===== src/rtl/seq_scan_if.sv =====
// Requester-side bus of seq_scan_arbiter: request/word inputs, grant and scan-result outputs.
// SEQ_SCAN_ABORT_EN adds the abort strobe driven by the requester side.
interface seq_scan_if #(
    parameter int NREQ   = 2,
    parameter int WORD_W = 8,
    parameter int CNT_W  = 4,
    parameter int ID_W   = 3
);
    logic [NREQ-1:0]        req;
    logic [NREQ*WORD_W-1:0] data;
`ifdef SEQ_SCAN_ABORT_EN
    logic                   abort;
`endif
    logic [NREQ-1:0]        gnt;
    logic                   busy;
    logic                   det_bit;
    logic                   det_hit;
    logic                   done;
    logic [ID_W-1:0]        done_id;
    logic [CNT_W-1:0]       match_cnt;

    modport master (
`ifdef SEQ_SCAN_ABORT_EN
        output abort,
`endif
        output req, data,
        input  gnt, busy, det_bit, det_hit, done, done_id, match_cnt
    );

    modport slave (
`ifdef SEQ_SCAN_ABORT_EN
        input  abort,
`endif
        input  req, data,
        output gnt, busy, det_bit, det_hit, done, done_id, match_cnt
    );
endinterface


===== src/rtl/seq_scan_arbiter.sv =====
// Round-robin arbiter feeding granted words MSB-first into an overlapping pattern matcher.
// Optional feature: SEQ_SCAN_ABORT_EN (abort input cancels a scan in progress).
module seq_scan_arbiter #(
    parameter int                  NREQ    = 2,
    parameter int                  WORD_W  = 8,
    parameter int                  PAT_W   = 4,
    parameter logic [PAT_W-1:0]    PATTERN = PAT_W'(4'b1101),
    parameter int                  CNT_W   = 4,
    parameter int                  ID_W    = 3
) (
    input  logic        clk,
    input  logic        clr,
    seq_scan_if.slave   bus
);
    localparam int PTR_W = (NREQ > 1) ? $clog2(NREQ) : 1;
    localparam int K_W   = $clog2(WORD_W);

    typedef enum logic [1:0] {S_IDLE = 2'd0, S_SHIFT = 2'd1, S_DONE = 2'd2} state_t;

    state_t             r_state;
    state_t             w_state_nxt;
    logic [WORD_W-1:0]  r_word;
    logic [K_W-1:0]     r_k;
    logic [PAT_W-2:0]   r_hist;
    logic [CNT_W-1:0]   r_cnt;
    logic [CNT_W-1:0]   w_cnt_nxt;
    logic [PTR_W-1:0]   r_ptr;
    logic [PTR_W-1:0]   w_win;
    logic               w_found;
    logic [ID_W-1:0]    r_done_id;
    logic [CNT_W-1:0]   r_match_cnt;
    logic [PAT_W-1:0]   w_window;
    logic               w_hit;
    logic               w_last;
    logic               w_abort;
    logic [NREQ-1:0]    w_gnt;
    logic               w_busy;
    logic               w_det_bit;
    logic               w_done;

    function automatic logic [CNT_W-1:0] sat_inc(input logic [CNT_W-1:0] v);
        return (&v) ? v : v + 1'b1;
    endfunction

`ifdef SEQ_SCAN_ABORT_EN
    assign w_abort = bus.abort;
`else
    assign w_abort = 1'b0;
`endif

    // Search starts just above the last winner, so a waiting requester is served before a repeat.
    always_comb begin
        int j;
        w_found = 1'b0;
        w_win   = '0;
        j       = 0;
        for (int i = 1; i <= NREQ; i++) begin
            j = int'(r_ptr) + i;
            if (j >= NREQ) j = j - NREQ;
            if (!w_found && bus.req[j]) begin
                w_found = 1'b1;
                w_win   = PTR_W'(j);
            end
        end
    end

    assign w_window  = {r_hist, r_word[WORD_W-1]};
    assign w_hit     = (r_state == S_SHIFT) && (r_k >= K_W'(PAT_W-1)) && (w_window == PATTERN);
    assign w_last    = (r_k == K_W'(WORD_W-1));
    assign w_cnt_nxt = w_hit ? sat_inc(r_cnt) : r_cnt;

    always_ff @(posedge clk or posedge clr) begin
        if (clr) r_state <= S_IDLE;
        else     r_state <= w_state_nxt;
    end

    always_comb begin
        w_state_nxt = r_state;
        case (r_state)
            S_IDLE:  if (w_found) w_state_nxt = S_SHIFT;
            S_SHIFT: begin
                if (w_abort)     w_state_nxt = S_IDLE;
                else if (w_last) w_state_nxt = S_DONE;
            end
            S_DONE:  w_state_nxt = S_IDLE;
            default: w_state_nxt = S_IDLE;
        endcase
    end

    always_comb begin
        w_gnt     = '0;
        w_busy    = (r_state != S_IDLE);
        w_det_bit = 1'b0;
        w_done    = (r_state == S_DONE);
        if (r_state == S_SHIFT) begin
            w_det_bit = r_word[WORD_W-1];
            if (r_k == '0) w_gnt[r_ptr] = 1'b1;
        end
    end

    assign bus.gnt       = w_gnt;
    assign bus.busy      = w_busy;
    assign bus.det_bit   = w_det_bit;
    assign bus.det_hit   = w_hit;
    assign bus.done      = w_done;
    assign bus.done_id   = r_done_id;
    assign bus.match_cnt = r_match_cnt;

    always_ff @(posedge clk or posedge clr) begin
        if (clr) begin
            r_k         <= '0;
            r_hist      <= '0;
            r_cnt       <= '0;
            r_ptr       <= PTR_W'(NREQ-1);
            r_done_id   <= '0;
            r_match_cnt <= '0;
        end else begin
            case (r_state)
                S_IDLE: begin
                    if (w_found) begin
                        r_ptr  <= w_win;
                        r_k    <= '0;
                        r_hist <= '0;
                        r_cnt  <= '0;
                    end
                end
                S_SHIFT: begin
                    if (w_abort) begin
                        r_k    <= '0;
                        r_hist <= '0;
                        r_cnt  <= '0;
                    end else begin
                        r_k    <= r_k + 1'b1;
                        r_hist <= w_window[PAT_W-2:0];
                        r_cnt  <= w_cnt_nxt;
                        if (w_last) begin
                            r_done_id   <= ID_W'(r_ptr);
                            r_match_cnt <= w_cnt_nxt;
                        end
                    end
                end
                default: ;
            endcase
        end
    end

    // Word shifter carries no reset: its contents are only observed while in SHIFT.
    always_ff @(posedge clk) begin
        if (r_state == S_IDLE && w_found)
            r_word <= bus.data[int'(w_win)*WORD_W +: WORD_W];
        else if (r_state == S_SHIFT)
            r_word <= {r_word[WORD_W-2:0], 1'b0};
    end
endmodule


===== src/flat_wrapper.sv =====
// flat-port wrapper written by rule: the top's interface ports become plain ports
module seq_scan_arbiter_flat 
#(
    parameter int                  NREQ    = 2,
    parameter int                  WORD_W  = 8,
    parameter int                  PAT_W   = 4,
    parameter logic [PAT_W-1:0]    PATTERN = PAT_W'(4'b1101),
    parameter int                  CNT_W   = 4,
    parameter int                  ID_W    = 3
)
  (clk, clr, bus_req, bus_data, bus_gnt, bus_busy, bus_det_bit, bus_det_hit, bus_done, bus_done_id, bus_match_cnt);
  seq_scan_if #(.NREQ(NREQ), .WORD_W(WORD_W), .CNT_W(CNT_W), .ID_W(ID_W)) bus_i ();
  input  logic clk;
  input  logic clr;
  input wire logic [$bits(bus_i.req)-1:0] bus_req;
  input wire logic [$bits(bus_i.data)-1:0] bus_data;
  output wire logic [$bits(bus_i.gnt)-1:0] bus_gnt;
  output wire logic [$bits(bus_i.busy)-1:0] bus_busy;
  output wire logic [$bits(bus_i.det_bit)-1:0] bus_det_bit;
  output wire logic [$bits(bus_i.det_hit)-1:0] bus_det_hit;
  output wire logic [$bits(bus_i.done)-1:0] bus_done;
  output wire logic [$bits(bus_i.done_id)-1:0] bus_done_id;
  output wire logic [$bits(bus_i.match_cnt)-1:0] bus_match_cnt;
  assign bus_i.req = bus_req;
  assign bus_i.data = bus_data;
  assign bus_gnt = bus_i.gnt;
  assign bus_busy = bus_i.busy;
  assign bus_det_bit = bus_i.det_bit;
  assign bus_det_hit = bus_i.det_hit;
  assign bus_done = bus_i.done;
  assign bus_done_id = bus_i.done_id;
  assign bus_match_cnt = bus_i.match_cnt;
  seq_scan_arbiter #(.NREQ(NREQ), .WORD_W(WORD_W), .PAT_W(PAT_W), .PATTERN(PATTERN), .CNT_W(CNT_W), .ID_W(ID_W)) u_core (.clk(clk), .clr(clr), .bus(bus_i));
endmodule

===== config.mk =====
export PLATFORM = sky130hd
export DESIGN_NAME = seq_scan_arbiter_flat
export DESIGN_NICKNAME = d
export VERILOG_FILES = /design/src/rtl/seq_scan_if.sv /design/src/rtl/seq_scan_arbiter.sv /design/src/flat_wrapper.sv
export SDC_FILE = /design/constraint.sdc
export NUM_CORES = 1
export LEC_CHECK = 0
export CORE_MARGIN = 3
export CORE_UTILIZATION = 48
export CTS_CLUSTER_SIZE = 12
export DETAILED_ROUTE_END_ITERATION = 8
export HOLD_SLACK_MARGIN = 0.1
export PLACE_DENSITY = 0.78
export SLEW_MARGIN = 20
export SYNTH_ARGS = -nofsm -noshare
export SYNTH_HDL_FRONTEND = slang
export SYNTH_SLANG_ARGS = --single-unit
export TNS_END_PERCENT = 50

===== constraint.sdc =====
create_clock -name clk -period 1.93 [get_ports clk]
set_input_delay 0.386 -clock clk [delete_from_list [all_inputs] [get_ports clk]]
set_output_delay 0.386 -clock clk [all_outputs]
set_load 0.03 [all_outputs]

**Word level (Yosys, flattened, before mapping)**

Index checks and enable logic that the tools add are counted.
Widths: inputs -> output; s select.

- Logic and storage cells: 73
- Input port bits: 20
- Bits in registers: 26

- Order comparisons: 7
- Shift operators: 1
- Mux-type cells: 29
- Reduce and logical (&&, ||, !) cells: 16
- Add/subtract/negate cells: 6
- Eq/ne operators: 6

Operators with widths:

| kind | number |
|---|---|
| $ge 32x3->1 const B | 2 |
| $lt 32x3->1 const B | 2 |
| $mux 32 | 2 |
| $sub 32x3->32 const B | 2 |
| $mux 8 | 2 |
| $shiftx 16x5->8 | 1 |
| $mux 1 | 12 |
| $mux 4 | 3 |
| $pmux 3 s2 | 2 |
| $mux 2 | 4 |
| $pmux 4 s2 | 1 |
| $reduce_and 2->1 | 4 |
| $reduce_bool 2->1 | 3 |
| $logic_and 1x1->1 | 5 |
| $add 4x1->4 const B | 1 |
| $eq 4x4->1 const B | 1 |
| $ne 2x1->1 const B | 2 |
| $pmux 2 s2 | 1 |
| $reduce_and 4->1 | 1 |
| $add 1x2->3 const B | 1 |
| $add 3x1->3 const B | 1 |
| $eq 3x3->1 const B | 1 |
| $ge 3x2->1 const B | 1 |
| $logic_not 3->1 | 1 |
| other kinds (9) | 9 |

**Longest topological paths before layout**

Gate-level depths: netlist (run 1).

- Word-level depth: 12
- Depth in mapped cells: 6
- Depth with buffers taken out: 6

**Least setup slack after synthesis (run 1)**

Ideal clock, no wire load.

- Path kind: reg2out
- Start point: register u_core.r_state[0]
- End point: output port bus_gnt[0]
- Arrival time: 1.825 ns
- Setup slack: -0.281 ns
- Stages on the path, launching flop included: 4
- Cells stage by stage: dfrtp_1 or2b_1 clkbuf_1 nor4b_1

- Word-level cells in the longest chain between the ends: 2

Ends and longest elaborated chain:

| element | RTL line | text |
|---|---|---|
| start: declaration | seq_scan_arbiter.sv:20 | `state_t r_state;` |
| start signal: assignment | seq_scan_arbiter.sv:74 | `else r_state <= w_state_nxt;` |
| $eq 2x1->1 | seq_scan_arbiter.sv:95 | `if (r_state == S_SHIFT) begin` |
| $mux 2 | seq_scan_arbiter.sv:95 |  |
| end: declaration | flat_wrapper.sv:17 | `output wire logic [$bits(bus_i.gnt)-1:0] bus_gnt;` |

No other way between the ends.

**Final worst setup path (run 1)**

- Start point: register u_core.r_k[1]
- End point: output port bus_det_hit

- Word-level cells in the longest chain between the ends: 3

Ends and longest elaborated chain:

| element | RTL line | text |
|---|---|---|
| start: declaration | seq_scan_arbiter.sv:23 | `logic [K_W-1:0] r_k;` |
| start signal: assignment | seq_scan_arbiter.sv:133 | `r_k <= r_k + 1'b1;` |
| $ge 3x2->1 | seq_scan_arbiter.sv:68 | `assign w_hit = (r_state == S_SHIFT) && (r_k >= K_W'(PAT_W-1)) && (w_window == PATTERN);` |
| $logic_and 1x1->1 (2 in a row) | seq_scan_arbiter.sv:68 |  |
| end: declaration | flat_wrapper.sv:20 | `output wire logic [$bits(bus_i.det_hit)-1:0] bus_det_hit;` |

No other way between the ends.

==> results of run 1 <==
-- cell usage after synthesis (2+ instances only) --
cell type / number / area, µm²
nand2_1: 25 / 93.8
dfrtp_1: 17 / 425
o21ai_0: 13 / 65.1
mux2i_1: 11 / 110
edfxtp_1: 8 / 240
inv_1: 7 / 26.3
nor2_1: 6 / 22.5
ha_1: 5 / 62.6
nand3_1: 3 / 15.0
o21ai_1: 3 / 15.0
buf_2: 2 / 10.0
buf_4: 2 / 15.0
clkbuf_1: 2 / 7.51
mux2_2: 2 / 22.5
nor4_1: 2 / 12.5
or2_1: 2 / 12.5
-- logic make-up (layout without fill, tap and decap cells) --
| logic type | Yosys count | count (layout) | share of synthesized area [%] |
|---|---|---|---|
| AOI/OAI and AO/OA | 20 | 20 | 8.68 |
| xor gates and xnor gates | 1 | 1 | 0.653 |
| adders and majority gates | 5 | 5 | 4.66 |
| buffers and inverters | 14 | 59 | 4.76 |
| DFF | 26 | 26 | 51.6 |
| muxes | 13 | 13 | 9.89 |
| other | 1 | 2 | 0.280 |
| and+or+nand+nor | 49 | 49 | 19.5 |
-- registers in the layout, indices dropped and copies added, names as in the netlist --
| register | flops |
|---|---|
| u_core.r_state | 2 |
| u_core.bus.done_id | 1 |
| u_core.bus.match_cnt | 4 |
| u_core.r_ptr | 1 |
| u_core.r_k | 3 |
| u_core.r_hist | 3 |
| u_core.r_cnt | 4 |
| u_core.r_word | 8 |
-- per-layer routing --
| metal | vias to the layer above | GRT usage [%] | wire (µm) |
|---|---|---|---|
| li1 | 530 | - | - |
| met3 | 2 | 2.85 | 101 |
| met2 | 20 | 32.5 | 1580 |
| met5 | - | 0 | 0 |
| met1 | 525 | 23.5 | 1250 |
| met4 | 0 | 4.85 | 27 |
-- repair_timing --
action,CTS,global route
resized for setup,12,18
buffers inserted,0,4
hold buffers,0,0
setup endpoints to repair,6,6
pin swaps,0,6
-- worst min-delay path by stage --
stage	cells past startpoint	end	start
floorplan	1	u_core.bus.done_id[0]$_DFFE_PP0P_	clr
global placement	2	u_core.bus.match_cnt[2]$_DFFE_PP0P_	u_core.bus.match_cnt[2]$_DFFE_PP0P_
detailed placement	2	u_core.bus.match_cnt[2]$_DFFE_PP0P_	u_core.bus.match_cnt[2]$_DFFE_PP0P_
CTS	3	u_core.bus.done_id[0]$_DFFE_PP0P_	clr
global route	3	u_core.bus.match_cnt[3]$_DFFE_PP0P_	clr
finish	3	u_core.bus.match_cnt[3]$_DFFE_PP0P_	clr
-- metrics by stage --
step / setup slack [ns] / area [µm²] / cells
CTS: -0.106 / 1790 / 202
floorplan: 0.0850 / 1350 / 130
global route: -0.122 / 1880 / 205
detailed placement: -0.144 / 1770 / 198
global placement: -0.0798 / 1770 / 198
finish: -0.0548 / 1880 / 205
-- tightest hold or removal path, stage by stage --
cell,delay (ns)
clkdlybuf4s50_1,0.40
inv_1,0.05
buf_4,0.24
-- placed cells by master (no fill, tap or decap), types with 2 or more instances in the layout --
cell type	count
conb_1	2
nand2_1	25
o21ai_1	3
dfrtp_2	2
dlygate4sd2_1	2
nor4_1	2
ha_4	2
or2_1	2
inv_1	5
dfrtp_1	15
clkdlybuf4s50_1	24
mux2_2	2
o21ai_0	13
mux2i_1	11
clkbuf_4	3
ha_1	2
nor2_1	6
nand3_1	3
buf_4	17
buf_6	3
edfxtp_1	8
-- report_power, final --
part / switching [mW] / internal, mW / total, mW
Clock: 0.169 / 0.0811 / 0.250
Combinational: 0.749 / 0.646 / 1.40
Sequential: 0.137 / 0.839 / 0.976
-- layout make-up --
type	instances	area, µm²
inverters	7	28.8
repair buffers	48	444
clock buffers	4	26.3
flip-flops and latches	26	694
multi-input cells	90	652
well taps	30	37.5
fillers	178	684
==> flow_metrics.py, run 1 <==
metrics = {
    "synthesis": {
        "ys_types": 35,
        "syn_area_per_cell_um2": 10.4,
        "synth_edf_count": 8,
        "seq_area_frac_synth_pct": 51.6,
        "async_reset_ff_share_pct": 69.2,
        "synthFlopType": "dfrtp_1",
        "yosysWarnings": 0,
        "syn_inst": 129,
        "ys_seq_elements": 26,
        "synth_area_mm2": 0.00134,
    },
    "setup_path": {
        "critPathRequiredTime_ns": 1.54,
        "startpoint": "u_core.r_k[1]$_DFFE_PP0P_",
        "crit_type": "register to primary output",
        "crit_cells": 5,
        "cp_top_family": "flip-flops",
        "rr_startpoint": "u_core.r_k[1]$_DFFE_PP0P_",
        "critPathArrivalTime_ns": 1.60,
        "endpoint": "bus_det_hit",
        "rrSetupSlack_ns": 0.15,
        "r2r_end": "u_core.bus.match_cnt[3]$_DFFE_PP0P_",
        "reg2reg_depth": 7,
        "cp_slowest_cell": "dfrtp_1",
        "crit_buf_inv": 1,
        "endpoint_kind": "primary output",
        "worstSetupStartpointType": "register",
        "crit_fanout": 2,
        "cp_slowest_stage_delay_ns": 0.42,
        "crit_chain": "ha_2 > ha_4 > a211oi_4 > nor3_2 > buf_4",
    },
    "timing": {
        "timing.fmax_mhz": 504,
        "hold_viol": 0,
        "fin_skew_ns": 0.00751,
        "finalSetupViolations": 1,
        "min_period_ns": 1.98,
        "rsz0062_at_grt": "yes",
        "worst_slack_ns": -0.0548,
        "tns_ns": -0.0548,
        "period_share_pct": 103,
        "slew_violations": 0,
        "holdWs_ns": 0.359,
    },
    "outcome": {
        "violations": "negative setup slack",
        "status": "complete, but fails checks",
    },
    "cts": {
        "cts.clk_slew.worst_paths_ns": 0.15,
        "cts_tree": "built",
        "numClockSinks": 26,
        "numCtsBuffers": 3,
        "clockBufferDepth": 2,
        "cts_max_level": 1,
        "clock_latency_ns": 0.33,
        "ctsRootBufferMaster": "clkbuf_4",
    },
    "die": {
        "rows": 18,
        "dieArea_mm2": 0.00346,
        "ios": 33,
        "dieWidth_um": 58.9,
        "start_util_pct": 52.2,
        "core_area_mm2": 0.00257,
        "die_h_um": 58.9,
    },
    "grt": {
        "grt_pass1_vias": 1098,
        "antenna_found_initial": 0,
        "grt_overflow": 0,
        "globalRouteTotalUtil_pct": 18.5,
        "grt_first_pass_wirelength_mm": 4.82,
        "grt_max_degree": 20,
    },
    "power": {
        "power_per_cell_area_mw_per_mm2": 1390,
        "ir_drop_uv": 941,
        "total_power_mw": 2.62,
        "p_leak_nw": 0.843,
    },
    "routing": {
        "viasPerCell": 5.25,
        "drt-total-wl_mm": 2.96,
        "num_vias": 1077,
        "firstDrtPassIters": 4,
        "detail-route-antenna-nets": 0,
        "drt_iter0_markers": 17,
        "drc": 0,
        "wl_per_cell_um": 14.4,
    },
    "hold_path": {
        "hold_path_class": "input pin to async pin",
    },
    "placement": {
        "dpl.hpwl_mm": 2.28,
        "routabilityCongestion": 0.780,
        "numPortBuffers": 30,
    },
    "layout": {
        "nets": 201,
        "syn2layout_area_growth_pct": 40.4,
        "fin_util_pct": 73.3,
        "num_antenna_cells": 0,
        "final_layout_size_suffix_gt1_share_pct": 23.4,
    },
    "flow_run": {
        "max-cap-violations": 0,
    },
}
Note: power is estimated with default switching activity, not from simulation.
==> inputs of run 2 (changes only) <==
SETUP_SLACK_MARGIN = 0.2   (was not set)
==> flow_metrics.py, run 2 (synthesis gave the netlist of run 1 again) <==
metrics = {
    "routing": {
        "num_vias": 1090,
        "drc": 0,
        "viasPerCell": 5.22,
        "drt_iter0_markers": 19,
        "detail-route-antenna-nets": 0,
        "drt-total-wl_mm": 2.95,
        "firstDrtPassIters": 4,
        "wl_per_cell_um": 14.1,
    },
    "power": {
        "clkPwrFrac_pct": 10.1,
        "combPwrFrac_pct": 54.1,
        "p_int_mw": 1.60,
        "p_switching_mw": 1.08,
        "total_power_mw": 2.68,
        "ir_drop_uv": 1000,
        "power_per_cell_area_mw_per_mm2": 1370,
        "switching_share_pct": 40.2,
        "pwr-share-seq_pct": 35.9,
        "p_leak_nw": 0.900,
    },
    "setup_path": {
        "cp_top_family": "flip-flops",
        "crit_type": "register to primary output",
        "crit_cells": 6,
        "crit_buf_inv": 2,
        "rr_startpoint": "u_core.r_k[1]$_DFFE_PP0P_",
        "cp_slowest_stage_delay_ns": 0.42,
        "critPathRequiredTime_ns": 1.54,
        "critPathArrivalTime_ns": 1.57,
        "crit_fanout": 2,
        "worstSetupStartpointType": "register",
        "endpoint_kind": "primary output",
        "startpoint": "u_core.r_k[1]$_DFFE_PP0P_",
        "crit_chain": "ha_2 > ha_4 > a211oi_2 > buf_4 > nor3_4 > buf_6",
        "reg2reg_depth": 9,
        "cp_slowest_cell": "dfrtp_1",
    },
    "die": {
        "ios": 33,
        "dieWidth_um": 58.9,
        "dieArea_mm2": 0.00346,
        "die_h_um": 58.9,
        "rows": 18,
        "core_area_mm2": 0.00257,
        "start_util_pct": 52.2,
    },
    "cts": {
        "numClockSinks": 26,
        "cts_max_level": 1,
        "clockBufferDepth": 2,
        "cts_tree": "built",
        "numCtsBuffers": 3,
        "ctsRootBufferMaster": "clkbuf_4",
        "cts.clk_slew.worst_paths_ns": 0.14,
        "clock_latency_ns": 0.31,
    },
    "placement": {
        "place_ws_ns": -0.174,
        "routabilityCongestion": 0.740,
        "dpl.hpwl_mm": 2.17,
        "numPortBuffers": 30,
        "placed_cells": 197,
    },
    "layout": {
        "finalNonFillerCells": 209,
        "num_antenna_cells": 0,
        "fin_util_pct": 76.1,
        "layout_common_cells": "24 x nand2_1, 22 x buf_4, 19 x clkdlybuf4s50_1",
        "layout_commonest_cell": "nand2_1",
        "nets": 205,
        "largest_reg_flops": 8,
        "top_register": "u_core.r_word",
        "final_layout_size_suffix_gt1_share_pct": 29.6,
        "syn2layout_area_growth_pct": 45.7,
    },
    "flow_run": {
        "max-cap-violations": 0,
    },
    "grt": {
        "antenna_found_initial": 0,
        "globalRouteTotalUtil_pct": 18.9,
        "grt_pass1_vias": 1112,
        "grt_max_degree": 20,
        "grt_overflow": 0,
        "grt_first_pass_wirelength_mm": 4.93,
    },
    "timing": {
        "finalSetupViolations": 2,
        "timing.fmax_mhz": 512,
        "hold_viol": 0,
        "rsz0062_at_grt": "yes",
        "worst_slack_ns": -0.0228,
        "min_period_ns": 1.95,
        "fin_skew_ns": 0.00694,
        "period_share_pct": 101,
        "slew_violations": 0,
    },
    "outcome": {
        "violations": "negative setup slack",
        "status": "complete, but fails checks",
    },
    "hold_path": {
        "hold_path_class": "input pin to async pin",
    },
}
[run 2: layout make-up]
cell class                      instances  area [µm²]
Fill cell                             182         613
Clock buffer                            4        36.3
Sequential cell                        26         692
Multi-Input combinational cell         90         699
Tap cell                               30        37.5
Inverter                                7        28.8
Timing Repair Buffer                   52         460
[run 2: repair_timing]
action / CTS / global route
hold buffers: 0 / 0
gates resized for setup: 42 / 15
pin swaps: 7 / 6
setup endpoints to repair: 14 / 21
setup buffers: 6 / 2
[run 2: per-layer routing]
layer	track usage [%]	up-vias	part of all wire, %
li1	-	538	-
met1	24.3	518	43
met2	32.6	30	51
met3	2.41	4	4.9
met4	6.15	0	0.91
met5	0	-	0
[run 2: final timing paths]
| check | slack, ns | end |
|---|---|---|
| worst max-delay path | -0.02 | bus_det_hit |
| worst min-delay path | 0.36 | u_core.bus.done_id[0]$_DFFE_PP0P_ |
| worst max register to register | 0.01 | u_core.r_cnt[0]$_DFFE_PP0P_ |
| worst min register to register | 0.49 | u_core.bus.match_cnt[3]$_DFFE_PP0P_ |
| max in group asynchronous | 1.32 | u_core.r_ptr$_DFFE_PP1P_ |
| min in group clk | 0.49 | u_core.bus.match_cnt[3]$_DFFE_PP0P_ |
[run 2: per-stage QoR]
step / setup TNS [ns] / hold WS (ns) / instance area (µm²)
after floorplan: 0 / 0.324 / 1360
after global placement: -0.147 / 0.461 / 1760
after detailed placement: -0.174 / 0.471 / 1760
after CTS: -0.0464 / 0.362 / 1890
after global routing: -0.263 / 0.362 / 1950
final: -0.0286 / 0.358 / 1950
[run 2: power groups by stage]
stage / combinational (mW) / sequential (mW) / clock (mW)
floorplan: 0.648 / 1.03 / 0
global placement: 1.14 / 0.960 / 0
detailed placement: 1.20 / 0.979 / 0
CTS: 1.36 / 0.955 / 0.274
global route: 1.59 / 0.993 / 0.307
finish: 1.45 / 0.960 / 0.270
[run 2: worst reg2reg max path: stages, from the launching register on]
cell and delay (ns):
dfrtp_1 0.42, ha_2 0.20, ha_4 0.15, a211oi_2 0.15
buf_4 0.16, buf_4 0.15, nor4_4 0.05, buf_4 0.16
buf_4 0.13, mux2_4 0.26
==> inputs of run 3 (changes only) <==
--- a/config.mk
+++ b/config.mk
@@ -7,9 +7,9 @@
 export LEC_CHECK = 0
 export CORE_MARGIN = 3
-export CORE_UTILIZATION = 48
+export CORE_UTILIZATION = 44
 export CTS_CLUSTER_SIZE = 12
 export DETAILED_ROUTE_END_ITERATION = 8
 export HOLD_SLACK_MARGIN = 0.1
-export PLACE_DENSITY = 0.78
+export PLACE_DENSITY = 0.75
 export SETUP_SLACK_MARGIN = 0.2
 export SLEW_MARGIN = 20
==> constraint.sdc (replaced) <==
create_clock -name clk -period 1.6 [get_ports clk]
set_input_delay 0.32 -clock clk [delete_from_list [all_inputs] [get_ports clk]]
set_output_delay 0.32 -clock clk [all_outputs]
set_load 0.005 [all_outputs]
==> flow_metrics.py, run 3 (synthesis gave the netlist of run 1 again) <==
metrics = {
    "grt": {
        "grt_first_pass_wirelength_mm": 5.34,
        "grt_overflow": 0,
        "grt_max_degree": 15,
        "antenna_found_initial": 0,
        "globalRouteTotalUtil_pct": 19.5,
        "grt_pass1_vias": 1193,
    },
    "cts": {
        "ctsRootBufferMaster": "clkbuf_4",
        "numCtsBuffers": 3,
        "clockBufferDepth": 2,
        "cts_tree": "built",
        "cts.clk_slew.worst_paths_ns": 0.14,
        "cts_hold_repair.buffers": 0,
        "numClockSinks": 26,
        "cts_max_level": 1,
        "clock_latency_ns": 0.32,
    },
    "routing": {
        "firstDrtPassIters": 4,
        "viasPerCell": 5.37,
        "detail-route-antenna-nets": 0,
        "drt_iter0_markers": 43,
        "drt-total-wl_mm": 3.61,
        "drc": 0,
        "num_vias": 1202,
        "wl_per_cell_um": 16.1,
    },
    "layout": {
        "syn2layout_area_growth_pct": 64.5,
        "fin_area_mm2": 0.00221,
        "layout_commonest_cell": "buf_4",
        "layout_common_cells": "26 x buf_4, 19 x clkdlybuf4s50_1, 17 x dfrtp_1",
        "final_layout_size_suffix_gt1_share_pct": 43.5,
        "nets": 219,
        "top_register": "u_core.r_word",
        "num_antenna_cells": 0,
        "largest_reg_flops": 8,
        "fin_util_pct": 78.0,
    },
    "timing": {
        "slew_violations": 0,
        "rsz0062_at_grt": "yes",
        "min_period_ns": 1.82,
        "worst_slack_ns": -0.220,
        "period_share_pct": 114,
        "timing.fmax_mhz": 550,
        "tns_ns": -1.58,
        "holdWs_ns": 0.235,
        "fin_skew_ns": 0.00372,
        "hold_viol": 0,
        "finalSetupViolations": 19,
    },
    "die": {
        "dieWidth_um": 61.2,
        "core_area_mm2": 0.00283,
        "start_util_pct": 47.4,
        "rows": 19,
        "ios": 33,
        "die_h_um": 61.2,
        "dieArea_mm2": 0.00375,
    },
    "power": {
        "p_leak_nw": 0.998,
        "total_power_mw": 3.68,
        "ir_drop_uv": 986,
        "power_per_cell_area_mw_per_mm2": 1670,
    },
    "setup_path": {
        "critPathRequiredTime_ns": 1.28,
        "crit_type": "register to primary output",
        "endpoint_kind": "primary output",
        "startpoint": "u_core.r_k[0]$_DFFE_PP0P_",
        "critPathArrivalTime_ns": 1.50,
        "worstSetupStartpointType": "register",
        "crit_fanout": 2,
        "rr_startpoint": "u_core.r_state[1]$_DFFE_PP0P_",
    },
    "outcome": {
        "violations": "negative setup slack",
        "status": "complete, but fails checks",
    },
    "placement": {
        "dpl.hpwl_mm": 2.29,
        "routabilityCongestion": 0.858,
        "numPortBuffers": 30,
        "placed_area_mm2": 0.00192,
    },
    "flow_run": {
        "max-cap-violations": 0,
    },
    "hold_path": {
        "hold_path_class": "input pin to async pin",
    },
}
==> run 3: changes by cell type in the layout (fill, tap and decap cells not counted), sizes merged <==
cell / previous run / this run
buf: 28 / 41
nand2: 25 / 26
==> run 3: per-layer routing <==
layer | track usage (%) | vias up | routed length, µm
met2 | 36.1 | 37 | 1950
met3 | 3.14 | 10 | 157
met5 | 0 | - | 0
met4 | 9.60 | 0 | 94
met1 | 21.2 | 583 | 1410
li1 | - | 572 | -
==> run 3: power by group <==
group	internal, mW	leakage [nW]	switching (mW)
Sequential	1.01	0.317	0.189
Clock	0.0977	0.0150	0.201
Combinational	1.16	0.666	1.02
Total	2.27	0.998	1.41
==> run 3: stage by stage <==
stage	setup WS, ns	instances
final	-0.220	224
after global routing	-0.271	224
after CTS	-0.198	222
after detailed placement	-0.233	209
after global placement	-0.194	209
after floorplan	0.0189	130
==> run 3: final cells by class <==
cell class	count	area (µm²)
multi-input cells	91	820
flip-flops and latches	26	692
fillers	169	623
repair buffers	65	601
well taps	31	38.8
inverters	7	28.8
clock buffers	4	26.3
==> run 3: critical path, cell delays in order (launching register included) <==
cell      delay [ns]
dfrtp_1         0.44
ha_2            0.22
ha_4            0.16
a211oi_4        0.17
nor3_1          0.07
buf_2           0.13
==> run 3: what timing repair did <==
action	CTS	global route
endpoints found under the setup margin	38	38
setup buffers	6	2
gates cloned	3	0
pin swaps	19	8
gates resized for setup	66	21
endpoints found under the hold margin	0	0
==> run 3: worst paths after layout <==
kind	endpoint	slack [ns]	depth (start not counted)
worst max-delay path	bus_det_hit	-0.22	5
worst min-delay path	u_core.r_k[2]$_DFFE_PP0P_	0.24	2
worst max register to register	u_core.bus.match_cnt[1]$_DFFE_PP0P_	-0.18	6
worst min register to register	u_core.bus.match_cnt[3]$_DFFE_PP0P_	0.50	2
max in group asynchronous	u_core.r_cnt[2]$_DFFE_PP0P_	0.91	3
min in group clk	u_core.bus.match_cnt[3]$_DFFE_PP0P_	0.50	2
